File: src/rtl/alu_sequencer.sv
// alu_sequencer
//   Front-end sequencer for the CU/ALU datapath. Instructions from a producer
//   are queued in a small FIFO and issued to the CU one at a time. Each CU
//   word is held stable for SETTLE_CYCLES cycles, then the CU result is
//   captured into an output register and an accumulator and offered on a
//   valid/ready interface. An instruction may take operand1 from the
//   accumulator to chain computations.
//
// Ports
//   clk, rst      : clock (rising edge), synchronous active-high reset
//   in_valid      : producer presents in_instr
//   in_ready      : FIFO has room (depends on fullness only)
//   in_instr[19:0]: {acc_src, opcode[2:0], operand1[7:0], operand2[7:0]}
//   cu_in[18:0]   : registered word to the CU {opcode, operand1, operand2}
//   cu_result[7:0]: combinational CU result
//   out_valid     : out_result/out_op are valid
//   out_ready     : consumer accepts the result
//   out_result    : captured CU result
//   out_op        : opcode that produced out_result
//   acc           : accumulator (last captured result)
//   busy          : FSM not idle or FIFO not empty
//   fifo_count    : number of queued instructions
module alu_sequencer #(
  parameter int DEPTH         = 4,
  parameter int SETTLE_CYCLES = 1
) (
  input  logic                     clk,
  input  logic                     rst,
  input  logic                     in_valid,
  output logic                     in_ready,
  input  logic [19:0]              in_instr,
  output logic [18:0]              cu_in,
  input  logic [7:0]               cu_result,
  output logic                     out_valid,
  input  logic                     out_ready,
  output logic [7:0]               out_result,
  output logic [2:0]               out_op,
  output logic [7:0]               acc,
  output logic                     busy,
  output logic [$clog2(DEPTH):0]   fifo_count
);

  localparam int PTR_W = $clog2(DEPTH);
  // The counter only has to hold SETTLE_CYCLES-1.
  localparam int CNT_W = (SETTLE_CYCLES > 1) ? $clog2(SETTLE_CYCLES) : 1;
  localparam logic [PTR_W:0]   FULL_CNT = (PTR_W + 1)'(DEPTH);
  localparam logic [CNT_W-1:0] CNT_INIT = CNT_W'(SETTLE_CYCLES - 1);

  typedef enum logic [1:0] {
    IDLE = 2'd0,
    EXEC = 2'd1,
    DONE = 2'd2
  } state_t;

  state_t            state, state_nxt;
  logic [19:0]       mem [DEPTH];
  logic [PTR_W-1:0]  wr_ptr, rd_ptr;
  logic [CNT_W-1:0]  cnt;
  logic              push, pop, capture, fifo_empty;
  logic [19:0]       head;

  // Build the CU word from a queued instruction; acc_src swaps operand1
  // for the current accumulator value.
  function automatic logic [18:0] cu_word(input logic [19:0] instr,
                                          input logic [7:0]  acc_val);
    logic [7:0] op1;
    op1 = instr[19] ? acc_val : instr[15:8];
    return {instr[18:16], op1, instr[7:0]};
  endfunction

  assign fifo_empty = (fifo_count == '0);
  assign in_ready   = (fifo_count != FULL_CNT);
  assign push       = in_valid && in_ready;
  assign head       = mem[rd_ptr];
  assign busy       = (state != IDLE) || !fifo_empty;

  always_comb begin
    state_nxt = state;
    pop       = 1'b0;
    capture   = 1'b0;
    unique case (state)
      IDLE: begin
        if (!fifo_empty) begin
          pop       = 1'b1;
          state_nxt = EXEC;
        end
      end
      EXEC: begin
        if (cnt == '0) begin
          capture   = 1'b1;
          state_nxt = DONE;
        end
      end
      DONE: begin
        // out_valid is always set in DONE, so out_ready alone completes
        // the handshake; the next instruction issues in the same cycle.
        if (out_ready) begin
          if (!fifo_empty) begin
            pop       = 1'b1;
            state_nxt = EXEC;
          end else begin
            state_nxt = IDLE;
          end
        end
      end
      default: state_nxt = IDLE;
    endcase
  end

  always_ff @(posedge clk) begin
    if (rst) begin
      state      <= IDLE;
      wr_ptr     <= '0;
      rd_ptr     <= '0;
      fifo_count <= '0;
      cnt        <= '0;
      cu_in      <= '0;
      out_valid  <= 1'b0;
      out_result <= '0;
      out_op     <= '0;
      acc        <= '0;
    end else begin
      state <= state_nxt;

      if (push) wr_ptr <= wr_ptr + 1'b1;
      if (pop)  rd_ptr <= rd_ptr + 1'b1;
      if (push && !pop)      fifo_count <= fifo_count + 1'b1;
      else if (!push && pop) fifo_count <= fifo_count - 1'b1;

      // Issue stage: load the CU word and restart the settle count.
      if (pop) begin
        cu_in <= cu_word(head, acc);
        cnt   <= CNT_INIT;
      end else if (state == EXEC && cnt != '0) begin
        cnt <= cnt - 1'b1;
      end

      // Capture stage: sample the CU once its inputs have settled.
      if (capture) begin
        out_result <= cu_result;
        acc        <= cu_result;
        out_op     <= cu_in[18:16];
        out_valid  <= 1'b1;
      end else if (state == DONE && out_ready) begin
        out_valid <= 1'b0;
      end
    end
  end

  // Queue storage carries data only and needs no reset.
  always_ff @(posedge clk) begin
    if (push) mem[wr_ptr] <= in_instr;
  end

endmodule

File: config.mk
export PLATFORM = sky130hd
export DESIGN_NAME = alu_sequencer
export DESIGN_NICKNAME = d
export VERILOG_FILES = /design/src/rtl/alu_sequencer.sv
export SDC_FILE = /design/constraint.sdc
export NUM_CORES = 1
export LEC_CHECK = 0
export BUFFER_PORTS_ARGS = -buffer_cell sky130_fd_sc_hd__buf_2
export CORE_MARGIN = 4
export CORE_UTILIZATION = 36
export CTS_CLUSTER_SIZE = 25
export DETAILED_ROUTE_END_ITERATION = 6
export PLACE_DENSITY_LB_ADDON = 0.2
export REMOVE_ABC_BUFFERS = 1
export SETUP_SLACK_MARGIN = 0.1
export SYNTH_ARGS = -nofsm -noshare
export SYNTH_HDL_FRONTEND = slang
export SYNTH_SLANG_ARGS = --single-unit
File: constraint.sdc
create_clock -name clk -period 2.9 [get_ports clk]
set_input_delay 0.435 -clock clk [delete_from_list [all_inputs] [get_ports clk]]
set_output_delay 0.435 -clock clk [all_outputs]
set_load 0.03 [all_outputs]
==> out/metrics.cfg, run 1 <==
[floorplan]
chipHeight_um=122
start_util=0.369
core_mm2=0.0127
row_count=41
die_w_um=122
ios=76
die_area_mm2=0.0149

[clock_network]
post_cts_buffers=0
cts_sinks=123
numCtsBuffers=17
root_buffer=clkbuf_16
cts_buffer_depth=2
cts_resized=0
cts_tree=built
cts-hold-fix-buffers=0
path_clk_slew_ps=50
htreeDepth=4
clk_latency_ps=400

[layout]
utilization=0.464
syn_to_final_growth_pct=25.7
multi_input_area_mm2=0.00124
seq_area_mm2=0.00326
fillers=1144
layout-drive-gt1-share=0.347
n_antenna_cell=0
fin_nets=428
fin_cells=575

[yosys]
synth.top_cell.area_share=0.514
synth-seq-cells=123
syn-instance-count=311
synth_edf_count=80
synth-main-ff-cell=edfxtp_1
async_reset_ff_frac=0
yosysMostFrequentCell=edfxtp_1
netlist_top_cells_count=edfxtp_1 (80), nand2_1 (50), dfxtp_1 (43)
yosysTopAreaCell=edfxtp_1
seq_area_frac_synth=0.698
postSynthAreaPerCell_um2=15.0
syn_area_mm2=0.00467
yosysUniqueCellTypes=27
synth_area_leaders=edfxtp_1 (51%), dfxtp_1 (18%), mux4_2 (9.6%)
ys_warn_count=0

[route]
wl_per_cell_um=16.5
first_iter_violations=110
wl_um=9510
firstDrtPassIters=4
via_per_inst=4.67
vias=2683
drc=0
ant_nets=0

[setup_path]
end_kind=flip-flop
cpPeakStageDelay_ps=450
crit_fanout=7
rr_startpoint=fifo_count[0]
crit_family=adder cells
path_buf_inv=1
reg2reg_slack_ps=690
reg2regPathDepth=8
crit_path_start_kind=flip-flop
required_ps=3220
slowest_stage=dfxtp_1
rr_endpoint=fifo_count[2]
crit_chain=nor2_1 -> a21boi_2 -> ha_1 -> inv_1 -> fa_1 -> xor2_1 -> or3_1 -> a21oi_1
critPathKind=flip-flop to flip-flop
arrival_ps=2540

[sta]
rsz0062_at_grt=no
finalSetupViolCount=0
finalSetupTns_ps=0
timing.final.crit_share=0.763
max_freq_ghz=0.452
worst_clock_skew_ps=5.17
layout_min_cycle_time_ps=2210
worst_slew_pin_slew_ps=876
final-max-slew-violation-count=0
hold_violations=0
relSlewSlack=0.416

[worst_hold_path]
hold_start=in_instr[2]
holdPathEnd=mem[0][2]
min_path_type=input pin to flip-flop
holdPathStages=1

[global_route]
gr-usage-all-layers=0.136
grt_pass1_wl_um=14700
grt_max_degree=43
grt_overflow_total=0
grt_pass1_vias=2749
antenna_found_initial=0

[run_status]
status=finished, final reports clean

[power]
p_per_area_mw_per_mm2=1120
ir_worst_vdd_uv=578
fin_total_pwr_mw=6.60
p_leak_nw=2.22

[flow_run]
drv_cap=0

[placed_design]
dp_cells=543
io_buffers=75
gp_congestion=0.665
dpl.hpwl_um=5860

[registers in the layout, summed over array words and instances (netlist names), named ones only]
name,count
acc,8
wr_ptr,2
cnt,1
mem,80
rd_ptr,2
out_op,3
cu_in,19
state,2
fifo_count,3
out_valid,1
[layout by cell type, fill, tap and decap left out, types with 2 or more instances in the layout]
master      netlist  layout
a211oi_1          8       8
a21oi_1          27      27
and2_1            4       4
buf_2             5      75
buf_4            10       9
bufinv_16         0       7
clkbuf_16         0      17
clkbuf_8          0       2
clkinv_2          0       3
clkinvlp_4        0       2
dfxtp_1          43      42
edfxtp_1         80      80
ha_1              5       5
inv_1             4       4
mux2i_1          10      10
mux4_2           20      20
nand2_1          50      50
nor2_1           17      17
nor2b_1           3       3
o21ai_0           3       3
or3_1             2       2
xnor2_1           2       2
xor2_1            2       2
[layer usage]
metal	global-route usage	vias up	wire length, µm
met2	0.219	60	4630
met1	0.174	1320	4270
met3	0.0399	12	496
met5	0	-	0
li1	-	1291	-
met4	0.0567	0	119
[per-stage QoR]
| stage | cell area [µm²] | setup WS [ps] | hold WS, ps |
|---|---|---|---|
| after detailed placement | 5180 | 677 | 446 |
| after CTS | 5880 | 661 | 225 |
| after global placement | 5180 | 755 | 439 |
| after floorplan | 4510 | -115 | 452 |
| after global routing | 5880 | 587 | 236 |
| final | 5880 | 686 | 245 |
[cell type report]
| type | instances | share of cell area |
|---|---|---|
| Multi-Input combinational cell | 159 | 0.211 |
| Inverter | 5 | 0.00319 |
| Clock inverter | 13 | 0.0415 |
| Sequential cell | 123 | 0.555 |
| Timing Repair Buffer | 84 | 0.0754 |
| Clock buffer | 19 | 0.0771 |
| Tap cell | 172 | 0.0366 |
[worst max path at each step]
stage                          endpoint           from  depth (start not counted)  slack [ps]
final                     fifo_count[2]  fifo_count[0]                          8         690
after detailed placement  fifo_count[2]  fifo_count[0]                          8         680
after CTS                 fifo_count[2]  fifo_count[0]                          8         660
after global placement    fifo_count[2]  fifo_count[0]                          8         750
after floorplan           fifo_count[2]  fifo_count[0]                          9        -110
after global routing      fifo_count[2]  fifo_count[0]                          8         590
[worst register-to-register path, delay by kind of cell (launching register included)]
family                   cells  cell delay (ps)
AO/OA/AOI/OAI                2              440
buffers and inverters        1               60
AND/OR/NAND/NOR              2              420
flip-flops                   1              450
adder cells (fa/ha/maj)      2              610
XOR/XNOR                     1              160
[cell families after synthesis]
| kind of cell | after synthesis | share of synthesized area |
|---|---|---|
| AOI/OAI and AO/OA | 39 | 0.0474 |
| xor gates and xnor gates | 4 | 0.00750 |
| adders and majority gates | 6 | 0.0177 |
| buffers and inverters | 29 | 0.0383 |
| DFF | 123 | 0.698 |
| muxes | 30 | 0.118 |
| and+or+nand+nor | 80 | 0.0733 |
[power breakdown]
| part | internal (mW) | total [mW] | switching, mW |
|---|---|---|---|
| sequential | 2.19 | 2.39 | 0.201 |
| combinational | 0.641 | 1.75 | 1.11 |
| clock | 1.74 | 2.46 | 0.725 |
Power figures use the tool's default switching activity.
==> inputs of run 2 (changes only) <==
clock period = 1.78 ns   (was 2.9 ns; I/O delays follow)
==> out/metrics.cfg, run 2 (synthesized netlist as in run 1, its figures left out) <==
[run_status]
status=complete, but fails checks
violations=setup timing

[clock_network]
clk_latency_ps=400
cts_sinks=123
htreeDepth=4
cts_buffer_depth=2
numCtsBuffers=17
root_buffer=clkbuf_16
path_clk_slew_ps=50
cts_tree=built

[route]
wl_per_cell_um=16.9
drc=0
firstDrtPassIters=4
via_per_inst=4.65
first_iter_violations=120
wl_um=10100
vias=2778
ant_nets=0

[layout]
layout-drive-gt1-share=0.407
fin_cells=598
largest_reg_flops=80
largest-register=mem
top_regs=mem: 80 flops, cu_in: 19 flops, acc: 8 flops
fin_nets=450
final_common_cell=edfxtp_1
final_cell_mix=edfxtp_1 (80), buf_2 (75), nand2_1 (50)
syn_to_final_growth_pct=30.5
fillers=1150

[power]
p_per_area_mw_per_mm2=1750
ir_worst_vdd_uv=897
p_leak_nw=2.32

[sta]
relSlewSlack=0.609
timing.final.crit_share=1.06
finalSetupViolCount=1
worst_slew_pin_slew_ps=585
hold_violations=0
rsz0062_at_grt=yes
layout_min_cycle_time_ps=1890
max_freq_ghz=0.528
worst_clock_skew_ps=8.49
finalWorstSetupSlack_ps=-115
hold_slack_ps=81.4
final-max-slew-violation-count=0

[setup_path]
end_kind=flip-flop
crit_fanout=3
critPathKind=flip-flop to flip-flop
required_ps=2110
arrival_ps=2220
crit_path_start_kind=flip-flop

[global_route]
gr-usage-all-layers=0.144
antenna_found_initial=1
grt_pass1_vias=2905
grt_pass1_wl_um=15600
grt_overflow_total=0
grt_max_degree=30

[floorplan]
die_area_mm2=0.0149
row_count=41
start_util=0.369
chipHeight_um=122
ios=76
core_mm2=0.0127
die_w_um=122

[worst_hold_path]
min_path_type=input pin to flip-flop

[placed_design]
dpl.hpwl_um=6570
io_buffers=75
dp_cells=560
gp_congestion=0.676

[flow_run]
drv_cap=0

## run 2: worst paths after layout
kind	start	slack, ps	cells past startpoint	endpoint
max	fifo_count[1]	-110	9	fifo_count[2]
min	in_instr[9]	80	1	mem[0][9]
max reg2reg	fifo_count[1]	-110	9	fifo_count[2]
min reg2reg	cu_in[0]	460	2	cu_in[0]
## run 2: metrics by stage
| step | worst slack (ps) | util | setup TNS, ps | total power, mW | cell area (µm²) |
|---|---|---|---|---|---|
| 2_1_floorplan | -1230 | - | -28990 | 5.87 | 4510 |
| 3_3_place_gp | -166 | 0.420 | -166 | 6.97 | 5320 |
| 3_5_place_dp | -259 | 0.420 | -259 | 7.04 | 5320 |
| 4_1_cts | -133 | 0.474 | -133 | 10.8 | 6000 |
| 5_1_grt | -221 | 0.481 | -221 | 11.3 | 6100 |
| 6_report | -115 | 0.481 | -115 | 10.7 | 6100 |
## run 2: worst max-delay path: stages (launching register included)
cell and delay (ps):
dfxtp_4 360, buf_6 100, nor2_2 40, a21boi_2 180
ha_4 160, inv_2 40, fa_2 340, xor2_1 150
or3_1 300, a21oi_1 130
## run 2: layer usage
metal / vias up / share of wire / GRT usage
li1: 1336 / - / -
met1: 1365 / 0.45 / 0.177
met2: 66 / 0.48 / 0.236
met3: 11 / 0.052 / 0.0487
met4: 0 / 0.011 / 0.0546
met5: - / 0 / 0
## run 2: timing repair
action                                  4_1_cts  5_1_grt
hold buffers                                  0        0
pin swaps                                     6        1
cloned                                        0        4
endpoints found under the setup margin        2       82
resized for setup                            13       29
setup buffers                                 1        0
hold endpoints to repair                      0        0
## run 2: layout make-up
class                   instances  area [µm²]  share of cell area
clock buffers                  23         499              0.0818
inverters                       5        18.8             0.00308
well taps                     172         215              0.0353
flip-flops and latches        123        3270               0.536
repair buffers                106         681               0.112
clock inverters                 9         134              0.0219
multi-input cells             159        1280               0.210
diodes                          1        2.50            0.000410
## run 2: report_power, final
group / internal, mW / switching (mW)
logic: 1.28 / 2.00
registers: 3.57 / 0.248
clock network: 2.40 / 1.20
total: 7.24 / 3.45
==> inputs of run 3 (changes only) <==
CORE_MARGIN = unset   (was 4)
CTS_CLUSTER_DIAMETER = 150   (was unset)
==> out/metrics.cfg, run 3 (synthesized netlist as in run 1, its figures left out) <==
[clock_network]
htreeDepth=4
root_buffer=clkbuf_16
cts_sinks=123
clk_latency_ps=420
numCtsBuffers=17
cts_buffer_depth=2
cts_tree=built
cts-hold-fix-buffers=0
path_clk_slew_ps=50

[layout]
n_antenna_cell=0
top_regs=mem: 80 flops, cu_in: 19 flops, acc: 8 flops
fin_nets=450
utilization=0.479
syn_to_final_growth_pct=29.4
final_common_cell=edfxtp_1
layout-drive-gt1-share=0.400
fillers=1173
largest_reg_flops=80
largest-register=mem
final_cell_mix=edfxtp_1 (80), buf_2 (74), nand2_1 (49)

[run_status]
status=complete, but fails checks
violations=setup timing

[sta]
layout_min_cycle_time_ps=1950
rsz0062_at_grt=yes
hold_violations=0
relSlewSlack=0.636
worst_slew_pin_slew_ps=544
max_freq_ghz=0.514
finalWorstSetupSlack_ps=-167
hold_slack_ps=67.0
worst_clock_skew_ps=7.13
final-max-slew-violation-count=0
finalSetupViolCount=1
timing.final.crit_share=1.09
finalSetupTns_ps=-167

[setup_path]
crit_chain=buf_6 -> nor2_4 -> a21boi_2 -> ha_4 -> inv_2 -> fa_2 -> xor2_1 -> or3_1 -> a21oi_2
rr_startpoint=fifo_count[0]
crit_path_start_kind=flip-flop
required_ps=2120
reg2regPathDepth=9
rr_endpoint=fifo_count[2]
startpoint=fifo_count[0]
reg2reg_slack_ps=-170
endpoint=fifo_count[2]
arrival_ps=2280
slowest_stage=dfxtp_2
critPathKind=flip-flop to flip-flop
end_kind=flip-flop
cpPeakStageDelay_ps=350
crit_fanout=2

[flow_run]
drv_cap=0

[route]
firstDrtPassIters=4
first_iter_violations=73
wl_per_cell_um=15.4
drc=0
vias=2722
via_per_inst=4.56
wl_um=9180
ant_nets=0

[global_route]
grt_pass1_vias=2703
grt_overflow_total=0
antenna_found_initial=0
grt_max_degree=30
gr-usage-all-layers=0.150
grt_pass1_wl_um=14100

[floorplan]
core_mm2=0.0126
ios=76
row_count=41
die_area_mm2=0.0134
die_w_um=116
start_util=0.370
chipHeight_um=116

[power]
p_per_area_mw_per_mm2=1720
ir_worst_vdd_uv=700
p_leak_nw=2.31

[placed_design]
io_buffers=75
gp_congestion=0.711
dpl.hpwl_um=5950

[worst_hold_path]
min_path_type=input pin to flip-flop

==> run 3: cell types whose count changed in the layout (fill, tap and decap cells not counted), moves of 3 or more <==
cell / change
clkinv_1: +4
buf_8: -4
buf_6: -3
clkinvlp_4: -4
buf_12: +4
buf_4: +4
clkinv_2: +3
==> run 3: power breakdown <==
group | total, mW | internal, mW | switching, mW | leakage [nW]
registers | 3.83 | 3.57 | 0.258 | 1.09
logic | 3.35 | 1.38 | 1.98 | 0.947
clock network | 3.20 | 2.06 | 1.14 | 0.275
total | 10.4 | 7.01 | 3.38 | 2.31
==> run 3: what timing repair did <==
item | CTS | global route
setup endpoints to repair | 2 | 7
gates resized for setup | 7 | 22
pin swaps | 3 | 4
buffers inserted | 2 | 3
==> run 3: worst min path at each step <==
stage                     cells after the start         end         start  slack (ps)
after floorplan                               1      acc[0]           rst         340
after global placement                        2    cu_in[0]      cu_in[0]         440
after detailed placement                      2    cu_in[0]      cu_in[0]         450
after CTS                                     1  mem[0][16]  in_instr[16]          60
after global routing                          1   mem[2][8]   in_instr[8]          60
final                                         1   mem[3][3]   in_instr[3]          70
==> run 3: per-stage QoR <==
step / setup WS (ps) / area (µm²) / std cells / total power [mW]
floorplan: -1230 / 4510 / 287 / 5.87
global placement: -157 / 5380 / 561 / 6.97
detailed placement: -210 / 5380 / 561 / 7.03
CTS: -106 / 5970 / 595 / 10.3
global route: -240 / 6050 / 597 / 10.9
finish: -167 / 6050 / 597 / 10.4
==> run 3: layout make-up <==
type	instances	area (µm²)	area share
Timing Repair Buffer	106	692	0.114
Clock inverter	11	104	0.0172
Inverter	5	18.8	0.00310
Sequential cell	123	3270	0.541
Tap cell	172	215	0.0356
Multi-Input combinational cell	159	1300	0.214
Clock buffer	21	450	0.0745
==> run 3: critical path, delay by kind of cell (launching register included) <==
family / cells / cell delay, ps
flip-flops: 1 / 350
adder cells (fa/ha/maj): 2 / 500
XOR/XNOR: 1 / 160
AO/OA/AOI/OAI: 2 / 340
AND/OR/NAND/NOR: 2 / 380
buffers and inverters: 2 / 150
==> run 3: per-layer routing <==
metal / GRT usage / share of wire / up-vias
met5: 0 / 0 / -
met4: 0.0769 / 0.021 / 0
met3: 0.0533 / 0.044 / 14
met2: 0.247 / 0.49 / 57
met1: 0.172 / 0.44 / 1318
li1: - / - / 1333
